==> config.mk <==
export PLATFORM = sky130hd
export DESIGN_NAME = cache_arbiter
export DESIGN_NICKNAME = d
export VERILOG_FILES = /design/src/rtl/cache_arbiter.sv
export SDC_FILE = /design/constraint.sdc
export NUM_CORES = 1
export LEC_CHECK = 0
export ABC_AREA = 1
export CAP_MARGIN = 30
export CORE_AREA = 2 2 537 539
export DETAILED_ROUTE_END_ITERATION = 8
export DIE_AREA = 0 0 539 541
export GPL_TIMING_DRIVEN = 0
export PLACE_DENSITY = 0.34
export SLEW_MARGIN = 20
export SYNTH_ARGS = -nofsm -noshare
export SYNTH_HDL_FRONTEND = slang
export SYNTH_SLANG_ARGS = --single-unit
==> constraint.sdc <==
create_clock -name clk -period 4.68 [get_ports clk]
set_input_delay 0.468 -clock clk [delete_from_list [all_inputs] [get_ports clk]]
set_output_delay 0.468 -clock clk [all_outputs]
set_load 0.02 [all_outputs]
==> src/rtl/cache_arbiter.sv <==
// Round-robin arbiter sharing one line-wide memory port between I-cache and D-cache.
// Grants are latched in IDLE; mem_* are decoded from state and latched op only.
module cache_arbiter #(
    parameter int ADDR_WIDTH = 32,
    parameter int LINE_WIDTH = 256
) (
    input  logic                  clk,
    input  logic                  rst,
    input  logic                  i_read,
    input  logic [ADDR_WIDTH-1:0] i_address,
    output logic [LINE_WIDTH-1:0] i_rdata,
    output logic                  i_resp,
    input  logic                  d_read,
    input  logic                  d_write,
    input  logic [ADDR_WIDTH-1:0] d_address,
    input  logic [LINE_WIDTH-1:0] d_wdata,
    output logic [LINE_WIDTH-1:0] d_rdata,
    output logic                  d_resp,
    output logic                  mem_read,
    output logic                  mem_write,
    output logic [ADDR_WIDTH-1:0] mem_address,
    output logic [LINE_WIDTH-1:0] mem_wdata,
    input  logic [LINE_WIDTH-1:0] mem_rdata,
    input  logic                  mem_resp,
    output logic                  busy
);

    typedef enum logic [1:0] {IDLE, SERVE_I, SERVE_D, DONE} state_t;

    state_t                  state, state_next;
    logic                    last_grant;   // 0 = I, 1 = D
    logic [ADDR_WIDTH-1:0]   addr_q;
    logic [LINE_WIDTH-1:0]   wdata_q;
    logic                    write_q;
    logic                    d_pend, grant_d, grant_i;

    // On a tie the requester that did not win last time takes the port.
    assign d_pend  = d_read | d_write;
    assign grant_d = d_pend && (!i_read || !last_grant);
    assign grant_i = i_read && !grant_d;

    always_ff @(posedge clk) begin
        if (rst) begin
            state      <= IDLE;
            last_grant <= 1'b0;
            addr_q     <= '0;
            wdata_q    <= '0;
            write_q    <= 1'b0;
        end else begin
            state <= state_next;
            if (state == IDLE) begin
                if (grant_d) begin
                    addr_q     <= d_address;
                    wdata_q    <= d_wdata;
                    write_q    <= d_write;
                    last_grant <= 1'b1;
                end else if (grant_i) begin
                    addr_q     <= i_address;
                    wdata_q    <= '0;
                    write_q    <= 1'b0;
                    last_grant <= 1'b0;
                end
            end
        end
    end

    always_comb begin
        state_next  = state;
        mem_read    = 1'b0;
        mem_write   = 1'b0;
        mem_address = '0;
        mem_wdata   = '0;
        i_resp      = 1'b0;
        d_resp      = 1'b0;
        case (state)
            IDLE: begin
                if (grant_d)      state_next = SERVE_D;
                else if (grant_i) state_next = SERVE_I;
            end
            SERVE_I: begin
                mem_read    = 1'b1;
                mem_address = addr_q;
                if (mem_resp) begin
                    i_resp     = 1'b1;
                    state_next = DONE;
                end
            end
            SERVE_D: begin
                mem_address = addr_q;
                if (write_q) begin
                    mem_write = 1'b1;
                    mem_wdata = wdata_q;
                end else begin
                    mem_read = 1'b1;
                end
                if (mem_resp) begin
                    d_resp     = 1'b1;
                    state_next = DONE;
                end
            end
            // Bubble so a request still held after its resp is not granted twice.
            DONE:    state_next = IDLE;
            default: state_next = IDLE;
        endcase
    end

    assign i_rdata = mem_rdata;
    assign d_rdata = mem_rdata;
    assign busy    = (state != IDLE);

endmodule

==> report_table.html <==
<table>
<tr><th>Metric</th><th>Value</th></tr>
<tr><th colspan="2">Run status</th></tr>
<tr><td>Run status</td><td>finished clean</td></tr>
<tr><th colspan="2">Logic synthesis</th></tr>
<tr><td>Register bit total from synthesis</td><td>292</td></tr>
<tr><td>Part of the Yosys area used for sequential elements</td><td>32.7%</td></tr>
<tr><td>Fraction of synthesized cell area taken by the top area cell type</td><td>32.7%</td></tr>
<tr><td>Primary flip-flop cell chosen by synthesis mapping</td><td>dfxtp_1</td></tr>
<tr><td>Parity-gate share of the synthesized area counting xor and xnor cells</td><td>0%</td></tr>
<tr><td>Compound-cell area share of the yosys netlist</td><td>7.32%</td></tr>
<tr><td>Post-Synth Simple-Gate Area</td><td>25.7%</td></tr>
<tr><td>Ys Warns</td><td>0</td></tr>
<tr><td>Synthesized netlist cell count</td><td>2677</td></tr>
<tr><td>Number of flops mapped to enable cells by yosys</td><td>0</td></tr>
<tr><td>Cell area after synthesis</td><td>17900 sq um</td></tr>
<tr><td>Post-synthesis net count</td><td>3263</td></tr>
<tr><td>Count of distinct cell types in the synthesized netlist</td><td>17</td></tr>
<tr><td>Adder-cell area share of the yosys netlist</td><td>0.280%</td></tr>
<tr><td>Most area-hungry cell type in the Yosys netlist</td><td>dfxtp_1</td></tr>
<tr><td>Most repeated cell in the gate-level netlist after synthesis</td><td>buf_4</td></tr>
<tr><td>Top cell types by occurrence after synthesis</td><td>buf_4 (522), nand2_1 (436), inv_1 (363)</td></tr>
<tr><td>Multiplexer area fraction after synthesis</td><td>0%</td></tr>
<tr><td>Cell types occupying the most area after synthesis</td><td>dfxtp_1 (33%), buf_4 (22%), nand2_1 (9.2%)</td></tr>
<tr><td>Largest family of logic cells by synthesized area</td><td>buffers and inverters</td></tr>
<tr><td>Average cell area after synthesis</td><td>6.68 sq um</td></tr>
<tr><td>Proportion of register bits with asynchronous set or reset after synthesis</td><td>0%</td></tr>
<tr><th colspan="2">Critical path</th></tr>
<tr><td>Arrival time of data at the critical path endpoint</td><td>3660 ps</td></tr>
<tr><td>Worst Path Max Fanout</td><td>10</td></tr>
<tr><td>Kind of end point of the critical path</td><td>output port</td></tr>
<tr><td>CP peak stage delay</td><td>800 ps</td></tr>
<tr><td>Critical Path Slowest Stage Cell</td><td>clkdlybuf4s50_1</td></tr>
<tr><td>Type of the worst setup path</td><td>register to output port</td></tr>
<tr><td>Cell type group with the largest total delay on the critical path</td><td>buffers and inverters</td></tr>
<tr><td>Buffers plus inverters on the worst setup path</td><td>5</td></tr>
<tr><td>Category of the worst setup path launch point</td><td>register</td></tr>
<tr><td>Required time worst endpoint</td><td>4210 ps</td></tr>
<tr><td>Cell-by-cell listing of the critical path</td><td>inv_1 -&gt; ha_1 -&gt; nand2_1 -&gt; clkbuf_2 -&gt; buf_16 -&gt; clkbuf_1 -&gt; nor2_1 -&gt; clkdlybuf4s50_1</td></tr>
<tr><th colspan="2">Floorplanning</th></tr>
<tr><td>Number of standard-cell rows in the floorplan</td><td>197</td></tr>
<tr><td>Area of the placeable core</td><td>286000 sq um</td></tr>
<tr><td>I/O pin total</td><td>1387</td></tr>
<tr><td>Die Span Y</td><td>541 microns</td></tr>
<tr><td>Die width</td><td>539 microns</td></tr>
<tr><td>Die area</td><td>292000 sq um</td></tr>
<tr><td>Initial core utilization</td><td>6.24%</td></tr>
<tr><th colspan="2">Timing</th></tr>
<tr><td>Number of slew-limit violations in the final report</td><td>0</td></tr>
<tr><td>Setup repair after global routing missed its margin</td><td>false</td></tr>
<tr><td>Number of failing setup endpoints in the final timing report</td><td>0</td></tr>
<tr><td>Final cycle utilization of the critical path</td><td>88.2%</td></tr>
<tr><td>Final worst path period need</td><td>4130 ps</td></tr>
<tr><td>Aggregate negative setup slack</td><td>0 ps</td></tr>
<tr><td>F_max</td><td>242 MHz</td></tr>
<tr><td>Worst Tran Pin Value</td><td>887 ps</td></tr>
<tr><td>Post-Route Skew</td><td>30.6 ps</td></tr>
<tr><td>Final hold violation count</td><td>0</td></tr>
<tr><td>Worst relative slew slack</td><td>40.7%</td></tr>
<tr><th colspan="2">Drt</th></tr>
<tr><td>Via total after detailed routing</td><td>21.9k</td></tr>
<tr><td>Number of DRC markers after the initial detailed-route iteration</td><td>1125</td></tr>
<tr><td>Detail-routed via count per cell</td><td>2.84</td></tr>
<tr><td>Final ANT Viol Nets</td><td>0</td></tr>
<tr><td>Post-Route WL</td><td>184 mm</td></tr>
<tr><td>WL/cell</td><td>23.9 microns</td></tr>
<tr><td>Router iterations before antenna repair</td><td>5</td></tr>
<tr><td>Number of design rule violations left after detail routing</td><td>0</td></tr>
<tr><th colspan="2">Placement</th></tr>
<tr><td>Gpl congestion</td><td>0.921</td></tr>
<tr><td>Port Buffers</td><td>1129</td></tr>
<tr><td>Detailed-placement wirelength estimate</td><td>167 mm</td></tr>
<tr><th colspan="2">Pwr</th></tr>
<tr><td>Comb pwr share</td><td>44.1%</td></tr>
<tr><td>Maximum resistive drop on vdd</td><td>236 uV</td></tr>
<tr><td>Switching pwr</td><td>5.24 mW</td></tr>
<tr><td>Fraction of power consumed by the clock network</td><td>28.0%</td></tr>
<tr><td>Internal power component</td><td>7.30 mW</td></tr>
<tr><td>Areal power density over the cells</td><td>353 nW/um^2</td></tr>
<tr><td>Switching Share</td><td>41.8%</td></tr>
<tr><td>Tot Pwr</td><td>12.5 mW</td></tr>
<tr><td>Proportion of power drawn by flip-flops and latches</td><td>27.8%</td></tr>
<tr><td>Leakage power figure</td><td>13.2 nW</td></tr>
<tr><th colspan="2">Global routing</th></tr>
<tr><td>Via count of the first global-routing pass</td><td>21.6k</td></tr>
<tr><td>Wire length of the first global-routing pass</td><td>230 mm</td></tr>
<tr><td>GR Util All Layers</td><td>12.1%</td></tr>
<tr><td>Antenna violations before repair</td><td>80</td></tr>
<tr><td>Global route overflow</td><td>0</td></tr>
<tr><td>Largest net degree at the start of global routing</td><td>13</td></tr>
<tr><th colspan="2">Clock network</th></tr>
<tr><td>Max clock buf depth</td><td>3</td></tr>
<tr><td>Hold-fix buffers at CTS</td><td>0</td></tr>
<tr><td>TritonCTS clock tree</td><td>built</td></tr>
<tr><td>Clock Root Buffer</td><td>clkbuf_16</td></tr>
<tr><td>H-Tree Depth</td><td>2</td></tr>
<tr><td>Count of cells resized by post-cts repair</td><td>0</td></tr>
<tr><td>Buffers inserted during post-CTS setup optimization</td><td>0</td></tr>
<tr><td>Total clock buffers created by CTS</td><td>43</td></tr>
<tr><td>Clock input transition at the sequential cells of the worst setup and hold paths</td><td>60 ps</td></tr>
<tr><td>Total number of clock tree sinks</td><td>292</td></tr>
<tr><td>Clock latency of the later-clocked register in the worst-skew pair</td><td>660 ps</td></tr>
<tr><th colspan="2">Flow run</th></tr>
<tr><td>Reported max-cap violation count</td><td>0</td></tr>
<tr><th colspan="2">Cells and area</th></tr>
<tr><td>Layout overhead on the synthesized area</td><td>99.0%</td></tr>
<tr><td>Post-layout net count</td><td>4441</td></tr>
<tr><td>Share of layout cells above drive strength 1</td><td>17.7%</td></tr>
<tr><th colspan="2">Min path</th></tr>
<tr><td>Worst hold-check path type</td><td>input pin to register</td></tr>
</table>
## layout make-up
class / count / area [sq um]
Inverter: 364 / 1370
Clock inverter: 23 / 282
Timing Repair Buffer: 1133 / 11400
Antenna cell: 32 / 80.1
Clock buffer: 57 / 1210
Tap cell: 3781 / 4730
Multi-Input combinational cell: 1318 / 5960
Buffer: 703 / 4710
Sequential cell: 292 / 5850
Fill cell: 33200 / 251000
## sequential cells by signal, summed over array words and instances (netlist names)
register	count
state	2
wdata_q	256
last_grant	1
addr_q	32
write_q	1
## logic make-up after synthesis
family                   count (synthesis)
buffers and inverters                 1067
AND/OR/NAND/NOR                       1053
flip-flops                             292
AO/OA/AOI/OAI                          261
adder cells (fa/ha/maj)                  4
## power by group through the flow
stage	registers [mW]	logic (mW)	clock network, mW
after detailed placement	3.54	5.64	0
after global routing	3.57	6.10	3.75
final	3.49	5.53	3.52
after floorplan	3.41	3.16	0
after global placement	3.54	5.62	0
after CTS	3.49	5.67	3.67
## layout by cell type, fill, tap and decap left out
cell             count
a21oi_1            259
buf_1                3
buf_12               1
buf_16               2
buf_2               79
buf_4              523
buf_6                1
bufinv_16            4
clkbuf_1            97
clkbuf_16           43
clkbuf_2             7
clkbuf_8             8
clkdlybuf4s50_1   1129
clkinv_1             1
clkinv_2             8
clkinv_4             5
clkinv_8             2
clkinvlp_4           1
dfxtp_1            292
diode_2             32
ha_1                 4
inv_1              363
inv_16               1
inv_6                2
nand2_1            436
nand3_1              2
nand4_1            257
nor2_1             357
nor2_2               1
o21a_1               1
o21ai_0              1
## path summary, 6_finish.rpt
check,endpoint,slack [ps],startpoint,cells after the start
worst max-delay path,mem_wdata[174],550,state[0],8
worst min-delay path,wdata_q[141],410,d_wdata[141],3
worst max register to register,addr_q[31],1930,last_grant,7
worst min register to register,wdata_q[195],460,wdata_q[195],2
## metrics by stage
stage / instances / hold WS (ps) / utilization [%] / setup slack, ps / area, sq um
final: 7703 / 411 / 12.4 / 550 / 35600
after global routing: 7691 / 351 / 12.4 / 139 / 35500
after CTS: 7671 / 317 / 12.4 / 68.9 / 35500
after detailed placement: 7591 / 454 / 11.9 / 819 / 34000
after global placement: 7587 / 450 / 11.8 / -229 / 33900
after floorplan: 2677 / 439 / - / 2800 / 17900
## metal layers
layer | vias to the layer above | share of wire, % | global-route usage [%]
met5 | - | 0.096 | 0
met4 | 26 | 3.0 | 3.47
met3 | 207 | 9.2 | 4.76
met2 | 1133 | 47 | 20.2
met1 | 10300 | 41 | 14.1
li1 | 10200 | - | -
## tightest hold or removal path, stage by stage
cell and delay, ps:
clkdlybuf4s50_1 400, nand4_1 90, a21oi_1 60
Power figures use the tool's default switching activity.
